## src/rtl/mult_share_arbiter_pkg.sv

```systemverilog
// Shared constants for the multiplier-sharing arbiter and the Seq_Mult it drives.
// Latency: n/a (declarations only).
// Backpressure: n/a.
//
// MULT_LAT lives here so the Seq_Mult latency and the arbiter's wait time
// are set from a single constant.
package mult_share_arbiter_pkg;

  localparam int DEF_WIDTH    = 4;
  localparam int DEF_MULT_LAT = 5;

  // Arbiter FSM encoding
  typedef enum logic [1:0] {
    ST_IDLE  = 2'd0,
    ST_ISSUE = 2'd1,
    ST_WAIT  = 2'd2,
    ST_DONE  = 2'd3
  } state_t;

endpackage

```

## src/rtl/mult_rr_pick.sv

```systemverilog
// Two-way round-robin pick between two level requests.
// Latency: combinational.
// Backpressure: none; the caller acts on the grant only when it can accept.
//
// Ports:
//   i_req0, i_req1 : request levels
//   i_last         : requester served most recently
//   o_grant        : winning requester (0 or 1), meaningful when o_any
//   o_any          : at least one request present
module mult_rr_pick (
  input  logic i_req0,
  input  logic i_req1,
  input  logic i_last,
  output logic o_grant,
  output logic o_any
);

  // With both requesting, whoever was not served last wins.
  // Otherwise the sole requester wins; with only req0 (or none) this is 0.
  always_comb begin
    o_any   = i_req0 | i_req1;
    o_grant = 1'b0;
    if (i_req0 && i_req1) begin
      o_grant = ~i_last;
    end else if (i_req1) begin
      o_grant = 1'b1;
    end
  end

endmodule

```

## src/rtl/mult_share_arbiter.sv

```systemverilog
// Shares one Seq_Mult between two requesters with round-robin arbitration.
// Latency: req seen in IDLE at cycle t -> done pulse at cycle t+2+MULT_LAT.
// Backpressure: requests are levels; a losing or late requester simply stays high until served.
//
// Ports:
//   clk, clr              : clock, synchronous active-high reset
//   req0/a0/b0            : requester 0 request level and operands
//   req1/a1/b1            : requester 1 request level and operands
//   done0, done1          : one-cycle completion pulses per requester
//   p_out, owner, busy    : last captured product, its requester, FSM not idle
//   mult_go/mult_a/mult_b : start pulse and registered operands to Seq_Mult
//   mult_p                : product from Seq_Mult
module mult_share_arbiter
  import mult_share_arbiter_pkg::*;
#(
  parameter int WIDTH    = DEF_WIDTH,
  parameter int MULT_LAT = DEF_MULT_LAT
) (
  input  logic                 clk,
  input  logic                 clr,
  input  logic                 req0,
  input  logic [WIDTH-1:0]     a0,
  input  logic [WIDTH-1:0]     b0,
  input  logic                 req1,
  input  logic [WIDTH-1:0]     a1,
  input  logic [WIDTH-1:0]     b1,
  output logic                 done0,
  output logic                 done1,
  output logic [2*WIDTH-1:0]   p_out,
  output logic                 owner,
  output logic                 busy,
  output logic                 mult_go,
  output logic [WIDTH-1:0]     mult_a,
  output logic [WIDTH-1:0]     mult_b,
  input  logic [2*WIDTH-1:0]   mult_p
);

  localparam int CW = $clog2(MULT_LAT) + 1;

  state_t         r_state;
  logic [CW-1:0]  r_count;
  logic           r_last;

  logic           w_grant;
  logic           w_any;

  mult_rr_pick u_pick (
    .i_req0  (req0),
    .i_req1  (req1),
    .i_last  (r_last),
    .o_grant (w_grant),
    .o_any   (w_any)
  );

  // All outputs are registered: each is set on the transition into the
  // state where it must be visible, so it lines up with that state.
  always_ff @(posedge clk) begin
    if (clr) begin
      r_state <= ST_IDLE;
      r_count <= '0;
      r_last  <= 1'b1;        // requester 0 wins the first contention
      done0   <= 1'b0;
      done1   <= 1'b0;
      p_out   <= '0;
      owner   <= 1'b0;
      busy    <= 1'b0;
      mult_go <= 1'b0;
      mult_a  <= '0;
      mult_b  <= '0;
    end else begin
      done0   <= 1'b0;
      done1   <= 1'b0;
      mult_go <= 1'b0;
      case (r_state)
        ST_IDLE: begin
          if (w_any) begin
            // Operands are sampled only here; later changes are ignored.
            mult_a  <= w_grant ? a1 : a0;
            mult_b  <= w_grant ? b1 : b0;
            owner   <= w_grant;
            r_last  <= w_grant;
            mult_go <= 1'b1;
            busy    <= 1'b1;
            r_state <= ST_ISSUE;
          end
        end
        ST_ISSUE: begin
          r_count <= '0;
          r_state <= ST_WAIT;
        end
        ST_WAIT: begin
          // WAIT lasts exactly MULT_LAT cycles; mult_p is valid in the last one.
          if (r_count == CW'(MULT_LAT - 1)) begin
            p_out   <= mult_p;
            done0   <= ~owner;
            done1   <= owner;
            r_state <= ST_DONE;
          end else begin
            r_count <= r_count + CW'(1);
          end
        end
        ST_DONE: begin
          busy    <= 1'b0;
          r_state <= ST_IDLE;
        end
        default: begin
          busy    <= 1'b0;
          r_state <= ST_IDLE;
        end
      endcase
    end
  end

endmodule

```

## config.mk

```make
export PLATFORM = sky130hd
export DESIGN_NAME = mult_share_arbiter
export DESIGN_NICKNAME = d
export VERILOG_FILES = /design/src/rtl/mult_share_arbiter_pkg.sv /design/src/rtl/mult_rr_pick.sv /design/src/rtl/mult_share_arbiter.sv
export SDC_FILE = /design/constraint.sdc
export NUM_CORES = 1
export LEC_CHECK = 0
export CAP_MARGIN = 40
export CORE_MARGIN = 2
export CORE_UTILIZATION = 50
export CTS_CLUSTER_SIZE = 16
export DETAILED_ROUTE_END_ITERATION = 8
export DONT_BUFFER_PORTS = 1
export PLACE_DENSITY_LB_ADDON = 0.05
export RECOVER_POWER = 25
export REMOVE_ABC_BUFFERS = 1
export SYNTH_ARGS = -nofsm -noshare
export SYNTH_HDL_FRONTEND = slang
export SYNTH_SLANG_ARGS = --single-unit
export TNS_END_PERCENT = 20
```

## constraint.sdc

```tcl
create_clock -name clk -period 4.43 [get_ports clk]
set_clock_uncertainty 0.1 [all_clocks]
set_input_delay 0 -clock clk [delete_from_list [all_inputs] [get_ports clk]]
set_output_delay 0 -clock clk [all_outputs]
set_load 0.01 [all_outputs]
```

==> flow_summary.yaml, run 1 <==
synthesis:
  yosysSeqAreaShare: 0.4571
  synthArstFlopShare: 0
  yosysUniqueCellTypes: 30
  synth_area_um2: 1226
  yosys_warnings: 0
  synth_edf_count: 0
  syn_inst: 135
  syn_area_per_cell_um2: 9.083
  yosys_most_used_dff: "dfxtp_1"
  synth_seq_cells: 28
clocking:
  cts_made_buffers: 3
  clock-sinks: 28
  cts_tree: "yes"
  clock-root-buffer: "clkbuf_4"
  htree_levels: 1
  clk_pin_slew_ns: 0.14
  clock_tree.buffer_depth: 2
  clk_latency_ns: 0.32
sta:
  post-route-period-util: 0.5134
  finalHoldViolCount: 0
  timing.final.ws_setup_ns: 2.156
  relSlewSlack: 0.6260
  rsz0062_at_grt: "false"
  slew_violations: 0
  period_minus_slack_ns: 2.274
  finalSetupViolCount: 0
  finalSetupTns_ns: 0
  max_freq_mhz: 439.7
  tightest_slew_ns: 0.5610
place:
  pre_cts_ws_ns: 2.690
  routabilityCongestion: 0.7701
  port_buffers: 0
  post-dp-hpwl_mm: 1.615
floorplanning:
  initial_core_util: 0.5388
  die_w_um: 53.52
  die_h_um: 53.52
  ios: 49
  dieArea_um2: 2864
  rows: 17
  core_area_um2: 2276
routing:
  drt-initial-drc-count: 22
  ant_nets: 0
  dr.pass1.iters: 4
  via_count: 1026
  drc: 0
  wl_per_cell_um: 14.84
  drt_wl_total_mm: 2.804
  viasPerCell: 5.429
global_route:
  grt_overflow_total: 0
  antenna_found_initial: 0
  grt_max_degree: 30
  grt_pass1_vias: 1018
  grt_use_total: 0.2224
  grt_first_pass_wirelength_mm: 4.547
worst_setup_path:
  worstPathCellList: "inv_1 > ha_1 > nand4b_1 > nand2_1 > a21oi_1 > dlygate4sd3_1"
  critPathSlowestCell: "dlygate4sd3_1"
  rr_startpoint: "r_state[0]$_SDFFE_PP0P_"
  worstPathRequired_ns: 4.55
  endpoint_kind: "flip-flop"
  worst_r2r_endpoint: "p_out[1]$_SDFFE_PP0P_"
  critPathMaxStageDelay_ns: 0.55
  reg2reg_slack_ns: 2.16
  path_max_fanout: 11
  crit_type: "flip-flop to flip-flop"
  start_kind: "flip-flop"
  worstRegToRegCells: 6
  cp.arrival_ns: 2.40
  crit_start: "r_state[0]$_SDFFE_PP0P_"
  critPathCapture: "p_out[1]$_SDFFE_PP0P_"
layout:
  areaGrowthSynthToFinish_pct: 27.14
  regArea_um2: 560.5
  fin_util: 0.6850
  layout_common_cells: "28 x dfxtp_1, 28 x dlygate4sd3_1, 17 x nand2_1, 12 x a21oi_1, 12 x nor2_1"
  drive_above_1_share: 0.05590
  nFillCells: 180
  num-nets-final: 197
  diodes: 0
  multi_input_area_um2: 601.8
power_and_ir_drop:
  p_per_area_nw_per_um2: 438.6
  p_leak_nw: 0.5858
  peakVddDrop_mv: 0.3184
outcome:
  status: "finished, final reports clean"
hold_path:
  hp-class: "primary input to flip-flop"
  hold_path_depth: 3
flow_run:
  cap_violations: 0
kinds of logic after synthesis:
group	Yosys count	share of synthesized area
fa+ha+maj	7	0.07143
flops	28	0.4571
mux	9	0.07347
buf+inv	14	0.05203
simple gates	46	0.1816
compound gates	31	0.1643
layer usage:
layer,GRT usage,vias up,wire (um)
met5,0,-,0
met4,0.02564,0,0
met3,0.09040,0,202
met2,0.4259,38,1465
met1,0.2301,464,1136
li1,-,524,-
worst min-delay path by stage:
stage	to	start	slack, ns
5_1_grt	owner$_SDFFE_PP0P_	req1	0.03
3_3_place_gp	r_count[1]$_SDFFE_PP0P_	clr	-0.03
3_5_place_dp	p_out[2]$_SDFFE_PP0P_	clr	-0.03
6_report	owner$_SDFFE_PP0P_	req1	0.03
2_1_floorplan	p_out[0]$_SDFFE_PP0P_	clr	-0.03
4_1_cts	owner$_SDFFE_PP0P_	req1	0.006
stage by stage:
step / cells / area, um2 / power, mW / hold slack, ns
2_1_floorplan: 127 / 1185 / 0.4866 / -0.03093
3_3_place_gp: 155 / 1220 / 0.5169 / -0.02655
3_5_place_dp: 156 / 1227 / 0.5278 / -0.02560
4_1_cts: 188 / 1544 / 0.6803 / 0.005576
5_1_grt: 189 / 1559 / 0.7330 / 0.02946
6_report: 189 / 1559 / 0.6838 / 0.02784
sequential cells by signal, indices dropped and copies added (netlist names):
register and cells:
p_out 8, mult_a 4, mult_b 4, r_count 4, r_state 2, busy 1, done0 1, done1 1
mult_go 1, owner 1, r_last 1
where the power goes:
part | switching [mW] | internal [mW] | total, mW | leakage, nW
combinational | 0.118 | 0.0997 | 0.217 | 0.336
clock | 0.0691 | 0.0502 | 0.119 | 0.0210
sequential | 0.0501 | 0.297 | 0.347 | 0.229
worst max-delay path: cells and delay by family (launching register included):
family | cells | cell delay, ns
simple gates | 2 | 0.59
flops | 1 | 0.36
buf+inv | 2 | 0.68
compound gates | 1 | 0.08
fa+ha+maj | 1 | 0.38
cell type report:
| class | instances | area share |
|---|---|---|
| clock buffers | 4 | 0.02327 |
| well taps | 28 | 0.02247 |
| multi-input cells | 93 | 0.3860 |
| inverters | 6 | 0.01445 |
| flip-flops and latches | 28 | 0.3595 |
| repair buffers | 30 | 0.1942 |
cells in the mapped netlist, drive strengths merged, types with 2 or more instances:
library cell   n  area (um2)
a21oi         12       60.06
nor3           4       20.02
inv            6       22.52
nor3b          2       15.01
nand3          3       15.01
a211oi         9       67.56
nand2         17       63.81
buf            5       30.02
mux2i          9       90.09
ha             7       87.58
o21ai          2       10.01
nor2          12       45.04
a31oi          2       12.51
nand2b         2       12.51
clkbuf         3       11.26
dfxtp         28       560.5
repair_timing:
item                                   in CTS  in global routing
hold buffers                               28                  0
resized for setup                           0                  0
endpoints found under the hold margin      28                  0
setup buffers                               0                  0
Power figures use the tool's default switching activity.
==> inputs of run 2 (changes only) <==
==> constraint.sdc (replaced) <==
create_clock -name clk -period 2.4 [get_ports clk]
set_clock_uncertainty 0.1 [all_clocks]
set_input_delay 0 -clock clk [delete_from_list [all_inputs] [get_ports clk]]
set_output_delay 0 -clock clk [all_outputs]
set_load 0.01 [all_outputs]
==> run 2 against run 1 <==
Final cell count rose by 1.6%; worst hold slack improved by 0.14 ns; critical endpoint is now p_out[4]$_SDFFE_PP0P_; sequential cell count did not move; highest routed layer unchanged; wire length fell by 1.5%.
==> flow_summary.yaml, run 2 (same netlist as run 1, synthesis figures left out) <==
worst_setup_path:
  start_kind: "flip-flop"
  cp.arrival_ns: 2.42
  worstPathRequired_ns: 2.58
  path_max_fanout: 11
  endpoint_kind: "flip-flop"
  reg2reg_slack_ns: 0.16
  crit_type: "flip-flop to flip-flop"
clocking:
  clock_tree.buffer_depth: 2
  clk_pin_slew_ns: 0.15
  clock-sinks: 28
  htree_levels: 1
  clk_latency_ns: 0.32
  cts_tree: "yes"
  clock-root-buffer: "clkbuf_4"
  cts_made_buffers: 3
power_and_ir_drop:
  p_per_area_nw_per_um2: 838.3
  p_leak_nw: 0.6052
  power.total_mw: 1.339
  peakVddDrop_mv: 0.5791
global_route:
  grt_first_pass_wirelength_mm: 4.395
  top_usage_layer: "met2"
  use_met1: 0.2379
  grt_max_degree: 30
  grt.met3_usage: 0.05085
  grt_use_total: 0.2074
  grt_pass1_vias: 989
  grtUsageMet2: 0.3827
  antenna_found_initial: 0
  grt_overflow_total: 0
sta:
  relSlewSlack: 0.6390
  timing.final.ws_setup_ns: 0.1606
  max_freq_mhz: 446.6
  finalSetupViolCount: 0
  post-route-period-util: 0.9331
  finalSetupTns_ns: 0
  holdWs_ns: 0.1663
  rsz0062_at_grt: "false"
  tightest_slew_ns: 0.5416
  slew_violations: 0
  finalHoldViolCount: 0
  period_minus_slack_ns: 2.239
floorplanning:
  dieArea_um2: 2864
  die_w_um: 53.52
  initial_core_util: 0.5388
  ios: 49
  core_area_um2: 2276
  rows: 17
  die_h_um: 53.52
place:
  post-dp-hpwl_mm: 1.622
  placed_area_um2: 1227
  routabilityCongestion: 0.7117
  place_inst: 156
  pre_cts_ws_ns: 0.6732
  port_buffers: 0
layout:
  multi_input_area_um2: 601.8
  largest_reg_flops: 8
  instances_no_fill: 192
  nFillCells: 171
  diodes: 0
  areaGrowthSynthToFinish_pct: 30.31
  drive_above_1_share: 0.07317
  layout_common_cells: "28 x dfxtp_1, 28 x dlygate4sd3_1, 17 x nand2_1, 12 x a21oi_1, 12 x nor2_1"
  num-nets-final: 200
  regMostFlops: "p_out"
  finish.instance_area_um2: 1598
  regArea_um2: 560.5
  fin_util: 0.7020
routing:
  drt_wl_total_mm: 2.761
  drc: 0
  wl_per_cell_um: 14.38
  via_count: 1033
  drt-initial-drc-count: 6
  viasPerCell: 5.380
  ant_nets: 0
  dr.pass1.iters: 4
outcome:
  status: "finished, final reports clean"
flow_run:
  cap_violations: 0
hold_path:
  hp-class: "primary input to flip-flop"
[run 2: cell count changes in the layout (fill, tap and decap cells not counted)]
cell       change
bufinv_16      +1
buf_4          +3
clkbuf_8       -1
[run 2: report_power, final]
group | internal [mW] | switching (mW) | total (mW)
Combinational | 0.183 | 0.214 | 0.397
Sequential | 0.548 | 0.0899 | 0.638
Clock | 0.169 | 0.135 | 0.304
[run 2: layout make-up]
class	count	share of cell area
Clock inverter	1	0.01879
Multi-Input combinational cell	93	0.3767
Tap cell	28	0.02193
Inverter	6	0.01410
Timing Repair Buffer	33	0.2036
Clock buffer	3	0.01410
Sequential cell	28	0.3508
[run 2: worst paths after layout]
check                               start                     end  cells after the start
hold reg to reg     p_out[5]$_SDFFE_PP0P_   p_out[5]$_SDFFE_PP0P_                      2
setup reg to reg  r_state[0]$_SDFFE_PP0P_   p_out[4]$_SDFFE_PP0P_                      6
hold / removal                       req0  mult_b[1]$_SDFFE_PP0P_                      3
setup / recovery  r_state[0]$_SDFFE_PP0P_   p_out[4]$_SDFFE_PP0P_                      6
[run 2: critical path, cell delays in order (launching register included)]
cell and delay (ns):
dfxtp_1 0.36, inv_1 0.13, ha_1 0.39, and4b_1 0.45
nand2_1 0.10, a21oi_1 0.13, dlygate4sd3_1 0.55
[run 2: repair_timing]
item | in CTS | in global routing
endpoints found under the setup margin | 0 | 1
hold buffers | 28 | 0
buffers inserted | 0 | 3
resized for setup | 0 | 0
hold endpoints to repair | 28 | 0
[run 2: metal layers]
metal	vias up	part of all wire
met3	0	0.073
met4	0	0
li1	532	-
met1	465	0.42
met2	36	0.51
met5	-	0
